## config.mk

```make
export PLATFORM = sky130hd
export DESIGN_NAME = pixie_mem_arbiter
export DESIGN_NICKNAME = d
export VERILOG_FILES = /design/src/rtl/pixie_pkg.sv /design/src/rtl/pixie_io_decode.sv /design/src/rtl/pixie_mem_arbiter.sv
export SDC_FILE = /design/constraint.sdc
export NUM_CORES = 1
export LEC_CHECK = 0
export CORE_ASPECT_RATIO = 1.75
export CORE_MARGIN = 5
export CORE_UTILIZATION = 28
export DETAILED_ROUTE_END_ITERATION = 8
export DONT_BUFFER_PORTS = 1
export PLACE_DENSITY = 0.52
export RECOVER_POWER = 25
export SLEW_MARGIN = 20
export SYNTH_ARGS = -nofsm -noshare
export SYNTH_HDL_FRONTEND = slang
export SYNTH_SLANG_ARGS = --single-unit
```

## constraint.sdc

```tcl
create_clock -name clk -period 4.22 [get_ports clk]
set_clock_uncertainty 0.15 [all_clocks]
set_input_delay 0.211 -clock clk [delete_from_list [all_inputs] [get_ports clk]]
set_output_delay 0.211 -clock clk [all_outputs]
set_load 0.005 [all_outputs]
```

## src/rtl/pixie_pkg.sv

```systemverilog
// Shared types and constants for the pixie memory arbiter and its I/O decode.
package pixie_pkg;

    typedef enum logic [1:0] {
        StIdle,
        StXferCpu,
        StXferVid
    } arb_state_e;

    localparam logic [7:0] OOR_CPU_DATA = 8'hFF;
    localparam logic [7:0] OOR_VID_DATA = 8'h00;

    // 17-bit compare so a window ending at 64K neither wraps nor aliases.
    function automatic logic in_window(input logic [15:0] addr, input logic [15:0] base,
                                       input int unsigned aw);
        logic [16:0] a;
        logic [16:0] lo;
        logic [16:0] hi;
        a  = {1'b0, addr};
        lo = {1'b0, base};
        hi = lo + (17'd1 << aw);
        return (a >= lo) && (a < hi);
    endfunction

endpackage

```

## src/rtl/pixie_io_decode.sv

```systemverilog
// Decodes CPU INP/OUT strobes on the display port into disp_on/disp_off pulses and disp_en.
module pixie_io_decode #(
    parameter logic [2:0] DISP_PORT = 3'd1
) (
    input  logic       clk,
    input  logic       reset,
    input  logic       io_strobe,
    input  logic       io_inp,
    input  logic       io_out,
    input  logic [2:0] io_n,
    output logic       disp_on,
    output logic       disp_off,
    output logic       disp_en
);

    logic hit;
    logic disp_on_q, disp_off_q, disp_en_q;

    assign hit = io_strobe && (io_n == DISP_PORT);

    always_ff @(posedge clk or posedge reset) begin
        if (reset) begin
            disp_on_q  <= 1'b0;
            disp_off_q <= 1'b0;
            disp_en_q  <= 1'b0;
        end else begin
            // With both INP and OUT set, off takes precedence.
            disp_on_q  <= hit && io_inp && !io_out;
            disp_off_q <= hit && io_out;
            if (hit && io_out) begin
                disp_en_q <= 1'b0;
            end else if (hit && io_inp) begin
                disp_en_q <= 1'b1;
            end
        end
    end

    assign disp_on  = disp_on_q;
    assign disp_off = disp_off_q;
    assign disp_en  = disp_en_q;

endmodule

```

## src/rtl/pixie_mem_arbiter.sv

```systemverilog
// Shares the single-port RAM between the CDP1802 CPU and pixie video fetch, video first but
// bounded by a run limit; also hosts the display on/off I/O decode.
module pixie_mem_arbiter
    import pixie_pkg::*;
#(
    parameter int unsigned RAM_AW      = 9,
    parameter logic [15:0] RAM_BASE    = 16'h0800,
    parameter int unsigned MAX_VID_RUN = 8,
    parameter logic [2:0]  DISP_PORT   = 3'd1
) (
    input  logic              clk,
    input  logic              reset,
    input  logic              cpu_req,
    input  logic              cpu_we,
    input  logic [15:0]       cpu_addr,
    input  logic [7:0]        cpu_wdata,
    output logic [7:0]        cpu_rdata,
    output logic              cpu_ack,
    input  logic              vid_req,
    input  logic [15:0]       vid_addr,
    output logic [7:0]        vid_rdata,
    output logic              vid_ack,
    output logic [RAM_AW-1:0] ram_addr,
    output logic              ram_we,
    output logic [7:0]        ram_wdata,
    input  logic [7:0]        ram_rdata,
    input  logic              io_strobe,
    input  logic              io_inp,
    input  logic              io_out,
    input  logic [2:0]        io_n,
    output logic              disp_on,
    output logic              disp_off,
    output logic              disp_en
);

    localparam int unsigned       RUN_W   = $clog2(MAX_VID_RUN + 1);
    localparam logic [RUN_W-1:0]  RUN_MAX = RUN_W'(MAX_VID_RUN);

    arb_state_e       state_q;
    logic [RUN_W-1:0] run_q;
    logic             in_range_q;

    logic cpu_in_range, vid_in_range;
    logic grant_cpu, grant_vid;

    assign cpu_in_range = in_window(cpu_addr, RAM_BASE, RAM_AW);
    assign vid_in_range = in_window(vid_addr, RAM_BASE, RAM_AW);

    // Grants only in IDLE and never while reset is high, so reset kills ram_we at once.
    always_comb begin
        grant_cpu = 1'b0;
        grant_vid = 1'b0;
        if ((state_q == StIdle) && !reset) begin
            if (vid_req && (!cpu_req || (run_q != RUN_MAX))) begin
                grant_vid = 1'b1;
            end else if (cpu_req) begin
                grant_cpu = 1'b1;
            end
        end
    end

    always_comb begin
        ram_addr  = '0;
        ram_we    = 1'b0;
        ram_wdata = 8'h00;
        if (grant_vid) begin
            ram_addr = vid_addr[RAM_AW-1:0] - RAM_BASE[RAM_AW-1:0];
        end else if (grant_cpu) begin
            ram_addr = cpu_addr[RAM_AW-1:0] - RAM_BASE[RAM_AW-1:0];
            if (cpu_we && cpu_in_range) begin
                ram_we    = 1'b1;
                ram_wdata = cpu_wdata;
            end
        end
    end

    always_ff @(posedge clk or posedge reset) begin
        if (reset) begin
            state_q    <= StIdle;
            run_q      <= '0;
            in_range_q <= 1'b0;
        end else begin
            unique case (state_q)
                StIdle: begin
                    if (grant_vid) begin
                        state_q    <= StXferVid;
                        in_range_q <= vid_in_range;
                    end else if (grant_cpu) begin
                        state_q    <= StXferCpu;
                        in_range_q <= cpu_in_range;
                    end
                    if (grant_cpu || !cpu_req) begin
                        run_q <= '0;
                    end else if (grant_vid && (run_q != RUN_MAX)) begin
                        run_q <= run_q + RUN_W'(1);
                    end
                end
                StXferCpu, StXferVid: begin
                    state_q <= StIdle;
                end
                default: begin
                    state_q <= StIdle;
                end
            endcase
        end
    end

    // RAM read data arrives in the XFER cycle, so acks and rdata decode from the state.
    assign cpu_ack   = (state_q == StXferCpu);
    assign vid_ack   = (state_q == StXferVid);
    assign cpu_rdata = cpu_ack ? (in_range_q ? ram_rdata : OOR_CPU_DATA) : 8'h00;
    assign vid_rdata = vid_ack ? (in_range_q ? ram_rdata : OOR_VID_DATA) : 8'h00;

    pixie_io_decode #(
        .DISP_PORT(DISP_PORT)
    ) u_io_decode (
        .clk      (clk),
        .reset    (reset),
        .io_strobe(io_strobe),
        .io_inp   (io_inp),
        .io_out   (io_out),
        .io_n     (io_n),
        .disp_on  (disp_on),
        .disp_off (disp_off),
        .disp_en  (disp_en)
    );

endmodule

```

==> impl_results.md, run 1 <==
- Design internal power: 0.190 mW
- Transition at the pin with the smallest max-transition slack: 498 ps
- Number of max-cap violations: 0
- DIE AREA: 4110 um^2
- Max VDD drop: 0.000171 V
- Post-synthesis share of cell area spent on full adders, half adders and majority gates: 3.09%
- Routability-driven placement congestion ratio: 0.711
- Core outline area: 2860 um^2
- Latest clock arrival within the worst-skew pair: 230 ps
- Number of antenna-violating nets in the routed design: 0
- DPL Wire Length: 2170 um
- XOR/XNOR share of the synthesized area: 0%
- Share of the core filled with cells in the final layout: 32.0%
- Tightest slew margin relative to the limit: 66.7%
- Number of distinct library cells after synthesis: 29
- Req. time, crit path: 3860 ps
- Critical Path Slowest Stage Cell: sky130_fd_sc_hd__dfrtp_1
- Via count of the first global-routing pass: 883
- Post-CTS clock slew at the launch and capture registers of the worst setup and hold paths: 50 ps
- Synthesis-to-layout area growth: 13.0%
- Number of enable flip-flop cells after synthesis: 0
- Std-Cell Rows: 26
- Port bufs: 0
- Synth top area cells: sky130_fd_sc_hd__dfrtp_1 (31%), sky130_fd_sc_hd__a22o_1 (9.7%), sky130_fd_sc_hd__and3_1 (7.7%), sky130_fd_sc_hd__and2_1 (6.9%), sky130_fd_sc_hd__inv_1 (6.5%)
- Power, Total: 0.264 mW
- Clk sinks: 10
- Global-route wire length before repair: 4040 um
- Basic-gate share of the synthesized area counting and, or, nand and nor cells: 31.3%
- Flop pwr share: 43.7%
- Initial Utilization: 28.3%
- Final Hold Viols: 0
- Power per unit of standard cell area: 288 nW/um^2
- # diodes: 0
- Nature of the critical path startpoint: flip-flop
- Num CTS Buffers: 3
- Vias per Instance: 5.93
- Die width: 50.7 um
- Maximum count of clock buffers along a single path: 2
- Library cell with the highest instance count after synthesis: sky130_fd_sc_hd__inv_1
- Total gr overflow: 0
- Crit share post-route: 56.9%
- Detailed-route DRC error count: 0
- Drt pass-1 iters: 3
- Cell count of the worst reg-to-reg path: 6
- Kind of end point of the critical path: output pin
- Share of the synthesized area in the top cell type: 30.9%
- Critical path depth in cells: 6
- Critical path buffer and inverter count: 1
- Total routing usage reported by global routing: 12.2%
- Clock power share: 36.8%
- I/O pin cnt: 98
- Number of synthesized register bits: 10
- Htree depth: 1
- Fraction of the yosys area taken by sequential cells: 30.9%
- Fraction of power spent switching nets: 28.0%
- Worst path cell trace: inv_1 > ha_1 > and4b_1 > o211a_1 > and3_1 > and2_1
- Syn_nets: 164
- Final Hold Slack: 40.7 ps
- Root buffer cell: sky130_fd_sc_hd__clkbuf_8
- Reg-to-reg setup timing slack: 2370 ps
- Post-synthesis cell type with the largest combined area: sky130_fd_sc_hd__dfrtp_1
- Maximum number of pins on one net before global-route repair: 18
- PnR worst setup slack: 1820 ps
- DR WL/cell: 19.0 um
- Delay of the slowest cell on the worst path: 400 ps
- Path type of the worst setup path: reg2out
- Final total negative setup slack: 0 ps
- Launching instance or port of the critical path: run_q[0]$_DFFE_PP0P_
- Number of antenna violations at the first check in global routing: 0
- Number of violations reported at the end of detailed-routing iteration 0: 9
- Outcome: completed
- Top Family by Delay on Critical Path: simple AND/OR/NAND/NOR gates
- Flip-flop cell with the highest count after synthesis: sky130_fd_sc_hd__dfrtp_1
- Count of final setup violators: 0
- Combinational Power Share: 19.5%
- Post-cts gate resize count: 0
- Net count reported at finish: 169
- Vias: 794
- Maximum fanout encountered on the critical timing path: 12
- Reg-to-reg critical path endpoint: in_range_q$_DFFE_PP0P_
- Synth Warn #: 0
- Post-Syn Area: 811 um^2
- Kind of path behind the tightest hold check: in2reg
- Synthesized-area fraction occupied by ao, oa, aoi and oai cells: 23.5%
- Power dissipated by switching net loads: 0.0737 mW
- Main combinational cell family by area after synthesis: simple AND/OR/NAND/NOR gates
- CTS hold repair buffers: 5
- Most common library cells after synthesis: sky130_fd_sc_hd__inv_1 (14), sky130_fd_sc_hd__a21oi_1 (10), sky130_fd_sc_hd__and3_1 (10), sky130_fd_sc_hd__dfrtp_1 (10)
- Die height: 81.2 um
- Highest Clock Rate: 416 MHz
- Final period demand of the worst path: 2400 ps
- Per-instance average area after synthesis: 7.87 um^2
- Unrepaired setup endpoints after global routing: no
- Post-Route WL: 2550 um
- Multiplexer fraction of the synthesized cell area: 1.23%
- Leakage power: 0.483 nW
- Number of slew-limit violations in the final report: 0
- Post-Synthesis Cells: 103
- TritonCTS clock tree: yes
- Setup crit end: ram_wdata[4]
- Critical R2R Launch: run_q[0]$_DFFE_PP0P_
- Asr flop ratio synth: 100%
- Worst Setup Slack post-DPL: 2070 ps
- Proportion of layout cells with a drive suffix above 1: 4.72%
- Number of fillers in the final layout: 307
- Count of buffers added by post-CTS timing repair for setup: 0
- Crit path DAT: 2040 ps
## worst min-delay path, stage by stage
cell and delay [ps]:
sky130_fd_sc_hd__nor3_1 20, sky130_fd_sc_hd__nand3_1 60, sky130_fd_sc_hd__o21ai_0 80
## metrics by stage
step,std cells,area (um^2)
after floorplan,103,811
after global placement,126,825
after detailed placement,126,825
after CTS,134,916
after global routing,134,916
final,134,916
## routing by layer
| metal | wire length (um) | share of wire [%] | track usage (%) |
|---|---|---|---|
| met1 | 830 | 33 | 12.5 |
| met2 | 1400 | 55 | 22.6 |
| met3 | 283 | 11 | 3.67 |
| met4 | 31 | 1.2 | 4.35 |
| met5 | 0 | 0 | 0 |
## area by class of cell
class / instances / area (um^2) / area share (%)
repair buffers: 6 / 57.6 / 6.28
well taps: 28 / 35.0 / 3.83
multi-input cells: 73 / 479 / 52.3
clock buffers: 3 / 41.3 / 4.51
inverters: 14 / 52.6 / 5.74
flip-flops and latches: 10 / 250 / 27.3
## kinds of logic (layout without fill, tap and decap cells)
logic type / after synthesis / after routing
AO/OA/AOI/OAI: 28 / 28
multiplexers: 1 / 1
flip-flops: 10 / 10
AND/OR/NAND/NOR: 42 / 42
buffers and inverters: 20 / 23
adder cells (fa/ha/maj): 2 / 2
## power by group through the flow
stage | registers, mW | logic, mW | clock network (mW)
floorplan | 0.114 | 0.0401 | 0
global placement | 0.116 | 0.0466 | 0
detailed placement | 0.116 | 0.0493 | 0
CTS | 0.115 | 0.0525 | 0.0997
global route | 0.117 | 0.0611 | 0.105
finish | 0.115 | 0.0515 | 0.0970
## sequential cells by signal, summed over array words and instances (netlist names)
name	flops
u_io_decode.disp_en	1
state_q	2
u_io_decode.disp_on	1
in_range_q	1
run_q	4
u_io_decode.disp_off	1
## placed cells by master, fill, tap and decap left out, types with 2 or more instances in the layout
cell,count
sky130_fd_sc_hd__nand2_1,7
sky130_fd_sc_hd__dlygate4sd3_1,5
sky130_fd_sc_hd__a22o_1,9
sky130_fd_sc_hd__a21oi_1,10
sky130_fd_sc_hd__ha_1,2
sky130_fd_sc_hd__inv_1,14
sky130_fd_sc_hd__clkbuf_8,3
sky130_fd_sc_hd__and2_1,8
sky130_fd_sc_hd__nand3_1,3
sky130_fd_sc_hd__o21ai_0,4
sky130_fd_sc_hd__nor2_1,2
sky130_fd_sc_hd__nor3_1,3
sky130_fd_sc_hd__dfrtp_1,10
sky130_fd_sc_hd__and3_1,10
## how the worst min path moves through the flow
stage / end / start / slack (ps) / depth (start not counted)
finish: in_range_q$_DFFE_PP0P_ / vid_addr[12] / 40 / 3
global route: in_range_q$_DFFE_PP0P_ / vid_addr[12] / 60 / 3
CTS: in_range_q$_DFFE_PP0P_ / vid_addr[12] / 50 / 3
detailed placement: run_q[2]$_DFFE_PP0P_ / reset / -40 / 1
global placement: run_q[2]$_DFFE_PP0P_ / reset / -50 / 1
floorplan: in_range_q$_DFFE_PP0P_ / reset / -100 / 1
No activity file was read; power rests on OpenSTA's default activity.
==> run 2: changes to the inputs <==
--- a/config.mk
+++ b/config.mk
@@ -5,6 +5,7 @@
 export SDC_FILE = /design/constraint.sdc
 export NUM_CORES = 1
 export LEC_CHECK = 0
+export ABC_AREA = 1
 export CORE_ASPECT_RATIO = 1.75
 export CORE_MARGIN = 5
 export CORE_UTILIZATION = 28
==> constraint.sdc (replaced) <==
create_clock -name clk -period 2.31 [get_ports clk]
set_clock_uncertainty 0.15 [all_clocks]
set_input_delay 0.1155 -clock clk [delete_from_list [all_inputs] [get_ports clk]]
set_output_delay 0.1155 -clock clk [all_outputs]
set_load 0.005 [all_outputs]
==> run 2 against run 1 <==
  * Sequential cell count unchanged
  * Cell count increased by 42%
  * Die area increased by 9.7%
  * Total power increased by 95%
  * Utilization increased by 2.6 points
  * Combinational power increased by 93%
  * Sequential power increased by 76%
  * Wire length increased by 4.8%
  * Clock-buffer cell count increased by 1
==> impl_results.md, run 2 <==
- Number of violations reported at the end of detailed-routing iteration 0: 8 (-1)
- Most common cell after layout, fill and taps aside: sky130_fd_sc_hd__inv_1
- Asr flop ratio synth: 100% (unchanged)
- Global-route wire length before repair: 4170 um (+3.1%)
- Post-Synthesis Cells: 136 (+32%)
- Port bufs: 0 (unchanged)
- Critical R2R Launch: run_q[0]$_DFFE_PP0P_
- Flop pwr share: 39.2% (-4.5 points)
- Synth Warn #: 0 (unchanged)
- Critical path buffer and inverter count: 2 (+1)
- Critical Path Slowest Stage Cell: sky130_fd_sc_hd__dfrtp_1
- Transition at the pin with the smallest max-transition slack: 312 ps (-186 ps)
- GR met1 Demand/Resource: 12.4% (-0.052 points)
- # diodes: 0 (unchanged)
- Num CTS Buffers: 3 (unchanged)
- Syn_nets: 197 (+20%)
- Synthesis-to-layout area growth: 20.1%
- Post-CTS clock slew at the launch and capture registers of the worst setup and hold paths: 50 ps (about the same)
- Fraction of the yosys area taken by sequential cells: 27.7% (-3.2 points)
- Root buffer cell: sky130_fd_sc_hd__clkbuf_8
- DPL Wire Length: 2280 um (+4.9%)
- Detailed-route DRC error count: 0 (unchanged)
- Library cell with the highest instance count after synthesis: sky130_fd_sc_hd__inv_1
- Routability-driven placement congestion ratio: 0.781 (+9.8%)
- Die height: 85.2 um (+4.9%)
- Number of distinct library cells after synthesis: 23 (-21%)
- Total gr overflow: 0 (unchanged)
- Number of antenna violations at the first check in global routing: 0 (unchanged)
- Top Family by Delay on Critical Path: simple AND/OR/NAND/NOR gates
- Combinational Power Share: 19.3% (-0.2 points)
- Cell count of the worst reg-to-reg path: 9 (+3)
- Maximum count of clock buffers along a single path: 2 (unchanged)
- Final Hold Viols: 0 (unchanged)
- Tightest slew margin relative to the limit: 79.2% (+12 points)
- Hold Path Cell Cnt: 2 (-1)
- Critical path depth in cells: 8 (+2)
- Kind of path behind the tightest hold check: in2reg
- Fraction of power spent switching nets: 27.2% (-0.72 points)
- Per-instance average area after synthesis: 6.65 um^2 (-15%)
- Latest clock arrival within the worst-skew pair: 230 ps (about the same)
- Post-Route WL: 2670 um (+4.8%)
- Final total negative setup slack: 0 ps (unchanged)
- Max VDD drop: 0.000189 V (+11%)
- Nature of the critical path startpoint: flip-flop
- Design internal power: 0.375 mW (+97%)
- Largest registers: run_q: 4 flops, state_q: 2 flops
- Reg-to-reg critical path endpoint: run_q[0]$_DFFE_PP0P_
- Post-synthesis cell type with the largest combined area: sky130_fd_sc_hd__dfrtp_1
- Launch instance of the worst min-delay path: vid_req
- Top library cells by usage in the layout, fill and taps aside: sky130_fd_sc_hd__inv_1 (32), sky130_fd_sc_hd__nor2_1 (29), sky130_fd_sc_hd__nand2_1 (20)
- Htree depth: 1 (unchanged)
- Crit path DAT: 1790 ps (-250 ps)
- Path type of the worst setup path: reg2out
- Busiest layer in global routing: met2
- Number of slew-limit violations in the final report: 0 (unchanged)
- DIE AREA: 4510 um^2 (+9.7%)
- Net count reported at finish: 209 (+24%)
- Die width: 53.0 um (+4.5%)
- Count of final setup violators: 0 (unchanged)
- Req. time, crit path: 2040 ps (-1820 ps)
- I/O pin cnt: 98 (unchanged)
- Leakage power: 0.624 nW (+29%)
- Crit share post-route: 89.0%
- Final period demand of the worst path: 2060 ps
- DR WL/cell: 14.0 um (-26%)
- Number of antenna-violating nets in the routed design: 0 (unchanged)
- Most flop-heavy register: run_q
- Power dissipated by switching net loads: 0.140 mW (+90%)
- Highest Clock Rate: 486 MHz
- Delay of the slowest cell on the worst path: 410 ps (about the same)
- Reg-to-reg setup timing slack: 610 ps (-1760 ps)
- Most common library cells after synthesis: sky130_fd_sc_hd__inv_1 (32), sky130_fd_sc_hd__nor2_1 (29), sky130_fd_sc_hd__nand2_1 (20)
- Total routing usage reported by global routing: 12.0% (-0.23 points)
- Kind of end point of the critical path: output pin
- Flip-flop cell with the highest count after synthesis: sky130_fd_sc_hd__dfrtp_1
- Drt pass-1 iters: 4 (+1)
- Vias: 947 (+19%)
- Clk sinks: 10 (unchanged)
- Flip-flop count of the largest register, all copies and words added: 4 (unchanged)
- Synth top area cells: sky130_fd_sc_hd__dfrtp_1 (28%), sky130_fd_sc_hd__inv_1 (13%), sky130_fd_sc_hd__nor2_1 (12%), sky130_fd_sc_hd__a22o_1 (8.7%), sky130_fd_sc_hd__nand2_1 (8.3%)
- Number of fillers in the final layout: 336 (+9.4%)
- Number of max-cap violations: 0 (unchanged)
- Proportion of layout cells with a drive suffix above 1: 11.6% (+6.8 points)
- Initial Utilization: 28.8% (+0.47 points)
- Global-route track usage on met3: 1.41% (-2.3 points)
- Unrepaired setup endpoints after global routing: no
- Share of the core filled with cells in the final layout: 34.6% (+2.6 points)
- Power per unit of standard cell area: 474 nW/um^2 (+65%)
- Maximum fanout encountered on the critical timing path: 10 (-2)
- Maximum number of pins on one net before global-route repair: 13 (-5)
- Via count of the first global-routing pass: 982 (+11%)
- Post-Syn Area: 905 um^2 (+12%)
- TritonCTS clock tree: yes
- Core outline area: 3140 um^2 (+9.7%)
- Outcome: completed
- Std-Cell Rows: 27 (+3.8%)
- Clock power share: 41.5% (+4.7 points)
- Vias per Instance: 4.98 (-16%)
- Number of synthesized register bits: 10 (unchanged)
- Worst path cell trace: inv_1 > ha_1 > nand4_2 > nand2_2 > nand2_1 > nor2_4 > buf_4 > a22o_1
- Worst-case hold path end point: in_range_q$_DFFE_PP0P_
- Number of enable flip-flop cells after synthesis: 0 (unchanged)
- Share of the synthesized area in the top cell type: 27.7% (-3.2 points)
- Met2 layer usage reported by global route: 20.8% (-1.8 points)
## run 2: cell count changes after synthesis, moves of 3 or more
cell,before,now
sky130_fd_sc_hd__o21ai_0,4,1
sky130_fd_sc_hd__nand4_1,0,5
sky130_fd_sc_hd__nand2_1,7,20
sky130_fd_sc_hd__and3_1,10,0
sky130_fd_sc_hd__inv_1,14,32
sky130_fd_sc_hd__and2_1,9,0
sky130_fd_sc_hd__nor3_1,3,0
sky130_fd_sc_hd__nor2_1,2,29
## run 2: power groups by stage
stage	Clock, mW	Combinational, mW	Sequential [mW]
after floorplan	0	0.0810	0.195
after global placement	0	0.0890	0.203
after detailed placement	0	0.0911	0.205
after CTS	0.218	0.0998	0.202
after global routing	0.226	0.113	0.204
final	0.214	0.0993	0.202
## run 2: worst max path at each step
stage	end	slack, ps	from
2_1_floorplan	ram_addr[0]	700	run_q[0]$_DFFE_PP0P_
3_3_place_gp	ram_wdata[4]	460	run_q[0]$_DFFE_PP0P_
3_5_place_dp	ram_wdata[4]	380	run_q[0]$_DFFE_PP0P_
4_1_cts	ram_wdata[4]	120	run_q[0]$_DFFE_PP0P_
5_1_grt	ram_addr[3]	120	run_q[0]$_DFFE_PP0P_
6_report	ram_addr[3]	250	run_q[0]$_DFFE_PP0P_
## run 2: worst reg2reg max path: stages, from the launching register on
cell and delay (ps):
sky130_fd_sc_hd__dfrtp_1 390, sky130_fd_sc_hd__inv_1 70, sky130_fd_sc_hd__ha_1 220, sky130_fd_sc_hd__nand4_2 130, sky130_fd_sc_hd__nand2_2 90, sky130_fd_sc_hd__a21oi_2 240
sky130_fd_sc_hd__nand2_1 80, sky130_fd_sc_hd__nand2_1 130, sky130_fd_sc_hd__nand2_1 70, sky130_fd_sc_hd__nand2_1 60
## run 2: cells by family (layout without fill, tap and decap cells)
family                     count (synthesis)  in the layout  synth area share, %
AOI/OAI and AO/OA                         21             21                 16.0
xor gates and xnor gates                   2              2                 1.94
adders and majority gates                  2              2                 2.77
buffers and inverters                     36             47                 15.9
DFF                                       10             10                 27.7
and+or+nand+nor                           65             65                 35.7
## run 2: final cells by class
cell class	count	area, um^2	share of cell area [%]
clock buffer	4	55.1	5.07
timing repair buffer	10	92.6	8.53
sequential	10	250	23.0
inverter	33	124	11.4
tap	43	53.8	4.95
multi-input combinational	90	510	47.0
## run 2: stage by stage
step	cells	total power [mW]	cell area, um^2	worst slack, ps	hold slack (ps)
after floorplan	136	0.276	905	698	-171
after global placement	178	0.292	953	457	-145
after detailed placement	178	0.296	953	382	-142
after CTS	189	0.521	1080	125	19.3
after global routing	190	0.542	1090	124	56.9
final	190	0.515	1090	254	10.3
## run 2: routing by layer
layer,vias up,wire length [um]
met2,73,1330
met5,-,0
li1,446,-
met4,0,110
met3,11,247
met1,417,982
## run 2: timing repair
action                                  in CTS  in global routing
endpoints found under the setup margin       0                  8
hold endpoints to repair                    17                  0
resized for setup                            0                  0
setup buffers                                0                  1
hold buffers                                 7                  0
